### src/rtl/uart_tx_cfg.sv
// UART transmitter with a runtime-selectable frame: 5..DATA_W data bits, optional
// even/odd parity and one or two stop bits, paced by an oversampling baud tick.
module uart_tx_cfg #(
    parameter int DATA_W     = 8,
    parameter int OVERSAMPLE = 16
) (
    input  logic              i_clk,
    input  logic              i_reset,
    input  logic              i_bd_tick,
    input  logic              i_tx_start,
    input  logic [DATA_W-1:0] i_data,
    input  logic [3:0]        i_data_bits,
    input  logic [1:0]        i_parity,
    input  logic              i_stop2,
    output logic              o_tx,
    output logic              o_tx_busy,
    output logic              o_tx_done
);

    localparam int                TICK_W    = $clog2(OVERSAMPLE);
    localparam logic [TICK_W-1:0] TICK_LAST = TICK_W'(OVERSAMPLE - 1);
    localparam logic [3:0]        MAX_BITS  = 4'(DATA_W);

    typedef enum logic [2:0] {
        S_IDLE,
        S_START,
        S_DATA,
        S_PARITY,
        S_STOP
    } state_t;

    state_t              r_state;
    logic [TICK_W-1:0]   r_tick;
    logic [3:0]          r_bit_cnt;
    logic [3:0]          r_last_bit;
    logic [DATA_W-1:0]   r_shift;
    logic                r_par_en;
    logic                r_par_val;
    logic                r_stop2;
    logic                r_tx;
    logic                r_busy;
    logic                r_done;

    logic [3:0]          w_eff_bits;
    logic [DATA_W-1:0]   w_mask;
    logic                w_par_en;
    logic                w_par_val;
    logic                w_bit_end;

    // Parity is resolved at acceptance from the masked character, so the
    // shift register never needs to be re-scanned later in the frame.
    always_comb begin
        w_eff_bits = ((i_data_bits >= 4'd5) && (i_data_bits <= MAX_BITS)) ? i_data_bits : MAX_BITS;
        w_mask     = {DATA_W{1'b1}} >> (DATA_W - int'(w_eff_bits));
        w_par_en   = (i_parity == 2'b01) || (i_parity == 2'b10);
        w_par_val  = (^(i_data & w_mask)) ^ (i_parity == 2'b10);
        w_bit_end  = i_bd_tick && (r_tick == TICK_LAST);
    end

    always_ff @(posedge i_clk or posedge i_reset) begin
        if (i_reset) begin
            r_state    <= S_IDLE;
            r_tick     <= '0;
            r_bit_cnt  <= '0;
            r_last_bit <= '0;
            r_shift    <= '0;
            r_par_en   <= 1'b0;
            r_par_val  <= 1'b0;
            r_stop2    <= 1'b0;
            r_tx       <= 1'b1;
            r_busy     <= 1'b0;
            r_done     <= 1'b0;
        end else begin
            r_done <= 1'b0;
            if ((r_state != S_IDLE) && i_bd_tick) begin
                r_tick <= w_bit_end ? '0 : r_tick + TICK_W'(1);
            end
            case (r_state)
                S_IDLE: begin
                    if (i_tx_start) begin
                        r_shift    <= i_data;
                        r_last_bit <= w_eff_bits - 4'd1;
                        r_par_en   <= w_par_en;
                        r_par_val  <= w_par_val;
                        r_stop2    <= i_stop2;
                        r_tick     <= '0;
                        r_bit_cnt  <= '0;
                        r_tx       <= 1'b0;
                        r_busy     <= 1'b1;
                        r_state    <= S_START;
                    end
                end
                S_START: begin
                    if (w_bit_end) begin
                        r_tx    <= r_shift[0];
                        r_state <= S_DATA;
                    end
                end
                S_DATA: begin
                    if (w_bit_end) begin
                        r_shift <= r_shift >> 1;
                        if (r_bit_cnt == r_last_bit) begin
                            r_bit_cnt <= '0;
                            r_tx      <= r_par_en ? r_par_val : 1'b1;
                            r_state   <= r_par_en ? S_PARITY : S_STOP;
                        end else begin
                            r_bit_cnt <= r_bit_cnt + 4'd1;
                            r_tx      <= r_shift[1];
                        end
                    end
                end
                S_PARITY: begin
                    if (w_bit_end) begin
                        r_tx    <= 1'b1;
                        r_state <= S_STOP;
                    end
                end
                S_STOP: begin
                    // The bit counter is reused to count the second stop period.
                    if (w_bit_end) begin
                        if (r_stop2 && (r_bit_cnt == 4'd0)) begin
                            r_bit_cnt <= 4'd1;
                        end else begin
                            r_bit_cnt <= '0;
                            r_tx      <= 1'b1;
                            r_busy    <= 1'b0;
                            r_done    <= 1'b1;
                            r_state   <= S_IDLE;
                        end
                    end
                end
                default: begin
                    r_state <= S_IDLE;
                end
            endcase
        end
    end

    assign o_tx      = r_tx;
    assign o_tx_busy = r_busy;
    assign o_tx_done = r_done;

endmodule

### config.mk
export PLATFORM = sky130hd
export DESIGN_NAME = uart_tx_cfg
export DESIGN_NICKNAME = d
export VERILOG_FILES = /design/src/rtl/uart_tx_cfg.sv
export SDC_FILE = /design/constraint.sdc
export NUM_CORES = 1
export LEC_CHECK = 0
export CORE_MARGIN = 3
export CORE_UTILIZATION = 35
export DETAILED_ROUTE_END_ITERATION = 8
export PLACE_DENSITY = 0.57
export SYNTH_ARGS = -nofsm -noshare
export SYNTH_HDL_FRONTEND = slang
export SYNTH_SLANG_ARGS = --single-unit
### constraint.sdc
create_clock -name i_clk -period 2 [get_ports i_clk]
set_clock_uncertainty 0.1 [all_clocks]
set_input_delay 0.2 -clock i_clk [delete_from_list [all_inputs] [get_ports i_clk]]
set_output_delay 0.2 -clock i_clk [all_outputs]
set_load 0.02 [all_outputs]
# After elaboration in Yosys (flattened, before gate mapping)
# Index checks and enable logic that the tools add are counted.
[op_classes] div_mod_pow=0 muxes=39 addsub=4 multipliers=0 shifts=1 n_reduce_logical=19 magnitude_cmp=2 n_eq_ne=15 bitwise_logic=2
[ops] cell="two-way mux 4 bit" count=9
[ops] cell=">> shifter 8 x 32 -> 8 bit, first input constant" count=1
[ops] cell="two-way mux 3 bit" count=8
[ops] cell="two-way mux 8 bit" count=2
[ops] cell="one-hot mux 8 bit (2 select lines)" count=1
[ops] cell="two-way mux 1 bit" count=15
[ops] cell="one-hot mux 3 bit (5 select lines)" count=1
[ops] cell="!= test 2 bit, second input constant" count=7
[ops] cell="AND reduction 7 bit" count=2
[ops] cell="one-hot mux 4 bit (3 select lines)" count=1
[ops] cell="adder 4 x 1 -> 4 bit, second input constant" count=2
[ops] cell="AND 8 bit" count=1
[ops] cell="AND reduction 4 bit" count=2
[ops] cell="XOR reduction 8 bit" count=1
[ops] cell="equality test 3 x 2 -> 1 bit, second input constant" count=2
[ops] cell="nonzero test 3 bit" count=2
[ops] cell="one-hot mux 1 bit (5 select lines)" count=1
[ops] cell="nonzero test 5 bit" count=1
[ops] cell="subtractor 4 x 4 -> 5 bit, first input constant" count=1
[ops] cell="equality test 4 bit" count=1
[ops] cell="equality test 4 bit, second input constant" count=1
[ops] cell=">= comparator 4 x 3 -> 1 bit, second input constant" count=1
[ops] cell="less-or-equal comparator 4 bit, second input constant" count=1
[ops] cell="logical AND 1 bit" count=4
[ops] cell="other kinds (13)" count=14
[totals] out_inout_bits=3 memories=0 rom_bits=0 ram_bits=0 wordCells=93 ff_bits=29 latch_bits=0

# Longest topological paths before layout
[depth] depth_word=8 ltp_mapped=11 mapped_depth_nobuf=10

# Worst setup path after synthesis
# No wires, ideal clock.
[synth_path] kind="input to register" from="input port i_data_bits[3]" to="register r_par_val" required_time_ns=1.779 setup_time_ns=0.121 path_slack_ns=-0.091 cell_stages=11 arrival_ns=1.870 path_cell_list="and3b_1 -> inv_1 -> ha_1 -> buf_4 -> nand3b_1 -> o32ai_1 -> nor3_1 -> a31o_1 -> o211ai_2 -> xor2_1 -> o21ai_1"
[synth_between] elab_chain_len=8
[synth_rtl] item="start, declared" line_no="12" source="input logic [3:0] i_data_bits,"
[synth_rtl] item=">= comparator 4 x 3 -> 1 bit or less-or-equal comparator 4 bit (tied branches)" line_no="53" source="w_eff_bits = ((i_data_bits >= 4'd5) && (i_data_bits <= MAX_BITS)) ? i_data_bits : MAX_BITS;"
[synth_rtl] item="logical AND 1 bit" line_no="53"
[synth_rtl] item="two-way mux 4 bit *" line_no="53"
[synth_rtl] item="subtractor 4 x 4 -> 5 bit *" line_no="54" source="w_mask = {DATA_W{1'b1}} >> (DATA_W - int'(w_eff_bits));"
[synth_rtl] item=">> shifter 8 x 32 -> 8 bit *" line_no="54"
[synth_rtl] item="AND 8 bit *" line_no="56" source="w_par_val = (^(i_data & w_mask)) ^ (i_parity == 2'b10);"
[synth_rtl] item="XOR reduction 8 bit *" line_no="56"
[synth_rtl] item="XOR 1 bit *" line_no="56"
[synth_rtl] item="end signal, assigned" line_no="84" source="r_par_val <= w_par_val;"
[synth_rtl] item="end, declared" line_no="38" source="logic r_par_val;"
# Mark *: on every way between the ends. The rest lies on a longest branch, timed or not.
# A chain may end at the register's enable or synchronous reset.

# Final worst setup path
[layout_path] from="register r_tick[1]" to="register r_state[2]"
[layout_between] elab_chain_len=4
[layout_rtl] item="start, declared" line_no="33" source="logic [TICK_W-1:0] r_tick;"
[layout_rtl] item="start signal, assigned" line_no="76" source="r_tick <= w_bit_end ? '0 : r_tick + TICK_W'(1);"
[layout_rtl] item="equality test 4 bit *" line_no="57" source="w_bit_end = i_bd_tick && (r_tick == TICK_LAST);"
[layout_rtl] item="logical AND 1 bit *" line_no="57"
[layout_rtl] item="!= test 2 bit (no source line)"
[layout_rtl] item="AND reduction 7 bit (no source line) *"
[layout_rtl] item="end signal, assigned" line_no="105" source="r_state <= r_par_en ? S_PARITY : S_STOP;"
[layout_rtl] item="end, declared" line_no="32" source="state_t r_state;"
# Marks and branches as above.

==> results.sh <==
export IMPL_synth_top_flop_cell="dfrtp_1"
export IMPL_dr_pass1_iters=4
export IMPL_detail_route_antenna_nets=0
export IMPL_clock_latency_ns=0.28
export IMPL_syn_nets=234
export IMPL_worst_setup_path_type="reg2reg"
export IMPL_min_path_type="in2reg"
export IMPL_p_leak_nw=1.082
export IMPL_cts_inserted_buffers=5
export IMPL_final_area_mm2=0.002555
export IMPL_wire_per_inst_um=12.44
export IMPL_met2_wirelength_mm=1.936
export IMPL_timing_final_crit_share=0.9603
export IMPL_ys_ff_latch=29
export IMPL_grt_pass1_vias=1686
export IMPL_dp_hpwl_mm=3.089
export IMPL_final_util=0.5203
export IMPL_route_detailed_drc=0
export IMPL_wirelength_mm=4.218
export IMPL_layout_nets=295
export IMPL_cts_tree="yes"
export IMPL_coreArea_mm2=0.004911
export IMPL_worst_slew_pin_slew_ns=0.4193
export IMPL_async_flop_share=1.000
export IMPL_cts_hold_buf=0
export IMPL_layout_common_cells="41 x buf_4, 28 x dfrtp_1, 25 x nor2_1"
export IMPL_dieHeight_um=78.62
export IMPL_multi_input_area_mm2=0.001115
export IMPL_top_layer="met4"
export IMPL_grt_use_total=0.1504
export IMPL_place_area_mm2=0.002367
export IMPL_gr_total_overflow=0
export IMPL_grt_max_degree=30
export IMPL_synthToLayoutAreaGrowth_pct=38.44
export IMPL_setup_tns_ns=0
export IMPL_place_congestion=0.7984
export IMPL_power_density_mw_per_mm2=871.1
export IMPL_clock_tree_buffer_depth=2
export IMPL_fin_crit_ns=1.921
export IMPL_wl_met3_um=150
export IMPL_avgSynthCellArea_um2=8.788
export IMPL_synth_cell_type_count=52
export IMPL_slew_viol_final=0
export IMPL_vdd_drop_max_uv=463.4
export IMPL_status="complete, no violations"
export IMPL_htreeDepth=2
export IMPL_ff2ff_path_depth=6
export IMPL_portBuffers=21
export IMPL_synth_edf_count=0
export IMPL_required_ns=2.06
export IMPL_grt_pass1_wl_mm=7.431
export IMPL_path_clk_slew_ns=0.07
export IMPL_num_rows=25
export IMPL_whs_path_depth=3
export IMPL_drv_cap=0
export IMPL_antenna_found_initial=0
export IMPL_rsz0062_at_grt="yes"
export IMPL_cts_root_buf="clkbuf_8"
export IMPL_cp_max_fo=3
export IMPL_io_pins=22
export IMPL_vias=1695
export IMPL_fill_cells=476
export IMPL_cp_end_kind="flop"
export IMPL_layout_cells_most_common="buf_4"
export IMPL_hold_viol=0
export IMPL_clock_sinks=29
export IMPL_fp_dieW_um=78.62
export IMPL_start_util=0.3758
export IMPL_vias_per_cell=5.000
export IMPL_drive_gt1_frac=0.2684
export IMPL_start_kind="flop"
export IMPL_fp_dieArea_mm2=0.006180
export IMPL_worstPathArrival_ns=1.98
export IMPL_netlist_area_mm2=0.001846
export IMPL_synthCells=210
export IMPL_fmax_mhz=520.7
export IMPL_antenna_cells=0
export IMPL_slew_headroom=0.7205
export IMPL_drtIter0Drc=64
export IMPL_ys_warn_count=0
export IMPL_met1_length_mm=2.033
export IMPL_ys_seq_area_frac=0.3939
export IMPL_ff_latch_area_um2=726.9
export IMPL_final_setup_viol_count=0
-- report_power, final --
part	total (mW)	internal [mW]	switching (mW)	leakage, nW
clock	0.475	0.240	0.235	0.0439
combinational	0.857	0.431	0.426	0.690
sequential	0.893	0.780	0.114	0.348
-- per-layer routing --
metal / vias up / global-route usage
met3: 8 / 0.04587
met1: 779 / 0.1929
met4: 0 / 0.04895
met2: 32 / 0.2402
li1: 876 / -
met5: - / 0
-- per-stage QoR --
stage / hold WS, ns / setup slack [ns] / power (mW) / std cells
finish: 0.1598 / 0.07945 / 2.226 / 339
global route: 0.1684 / -0.06181 / 2.421 / 339
detailed placement: 0.3752 / -0.7087 / 1.727 / 324
CTS: 0.1868 / 0.005869 / 2.235 / 337
floorplan: 0.1774 / -0.02692 / 1.417 / 210
global placement: 0.3737 / -0.6029 / 1.706 / 324
-- area by class of cell --
cell class	count	share of cell area
sequential	29	0.2845
multi-input combinational	163	0.4363
clock inverter	3	0.006856
inverter	9	0.01322
timing repair buffer	63	0.1993
clock buffer	5	0.02693
tap	67	0.03281
-- registers in the layout, summed over array words and instances, names as in the netlist --
| register | flops |
|---|---|
| o_tx_done | 1 |
| r_par_val | 1 |
| r_state | 3 |
| r_par_en | 1 |
| r_last_bit | 4 |
| r_stop2 | 1 |
| o_tx | 1 |
| o_tx_busy | 1 |
| r_bit_cnt | 4 |
| r_shift | 8 |
| r_tick | 4 |
-- critical path, cell delays in order (launching register included) --
cell and delay [ns]:
dfrtp_1 0.38, ha_1 0.18, nand4_1 0.16, a31oi_2 0.22, o31ai_1 0.09, a32oi_1 0.29, mux2_2 0.37
-- path summary, 6_finish.rpt --
check,startpoint,end,slack (ns)
worst max-delay path,r_tick[1]$_DFF_PP0_,r_state[2]$_DFFE_PP0P_,0.08
worst min-delay path,i_data_bits[0],r_last_bit[0]$_DFFE_PP0P_,0.16
worst max register to register,r_tick[1]$_DFF_PP0_,r_state[2]$_DFFE_PP0P_,0.08
worst min register to register,r_par_val$_DFFE_PP0P_,r_par_val$_DFFE_PP0P_,0.38
max in group asynchronous,i_reset,o_tx$_DFFE_PP1P_,1.31
min in group asynchronous,i_reset,r_bit_cnt[1]$_DFFE_PP0P_,0.18
-- synthesized netlist by cell type, types with 2 or more instances --
master    instances  area share
o31ai_1           2      0.0081
inv_1             9       0.018
a31oi_1           6       0.020
dfrtp_1          28        0.38
xnor2_1           6       0.028
mux2_2            3       0.018
or2_1             2      0.0068
xor2_1            4       0.019
nand2b_1          4       0.014
nand3_1           5       0.014
o21ai_1           2      0.0054
mux2i_1           9       0.049
or3_1             2      0.0068
nand4_1           3       0.010
buf_2             4       0.011
clkbuf_1          4      0.0081
nor2_1           25       0.051
ha_1              5       0.034
o21ai_0           9       0.024
nor4_1            3       0.010
a21oi_1          18       0.049
nand3b_1          6       0.024
nor3_1            5       0.014
nand2_1          18       0.037
-- what timing repair did --
item	in CTS	in global routing
endpoints found under the setup margin	1	3
buffers inserted	5	2
resized for setup	18	8
pin swaps	8	9
-- logic make-up after synthesis --
group,Yosys count,share of synthesized area
AO/OA/AOI/OAI,53,0.1844
XOR/XNOR,10,0.04746
buffers and inverters,18,0.04135
multiplexers,12,0.06712
flip-flops,29,0.3939
adder cells (fa/ha/maj),5,0.03390
AND/OR/NAND/NOR,83,0.2319
Power figures use the tool's default switching activity.
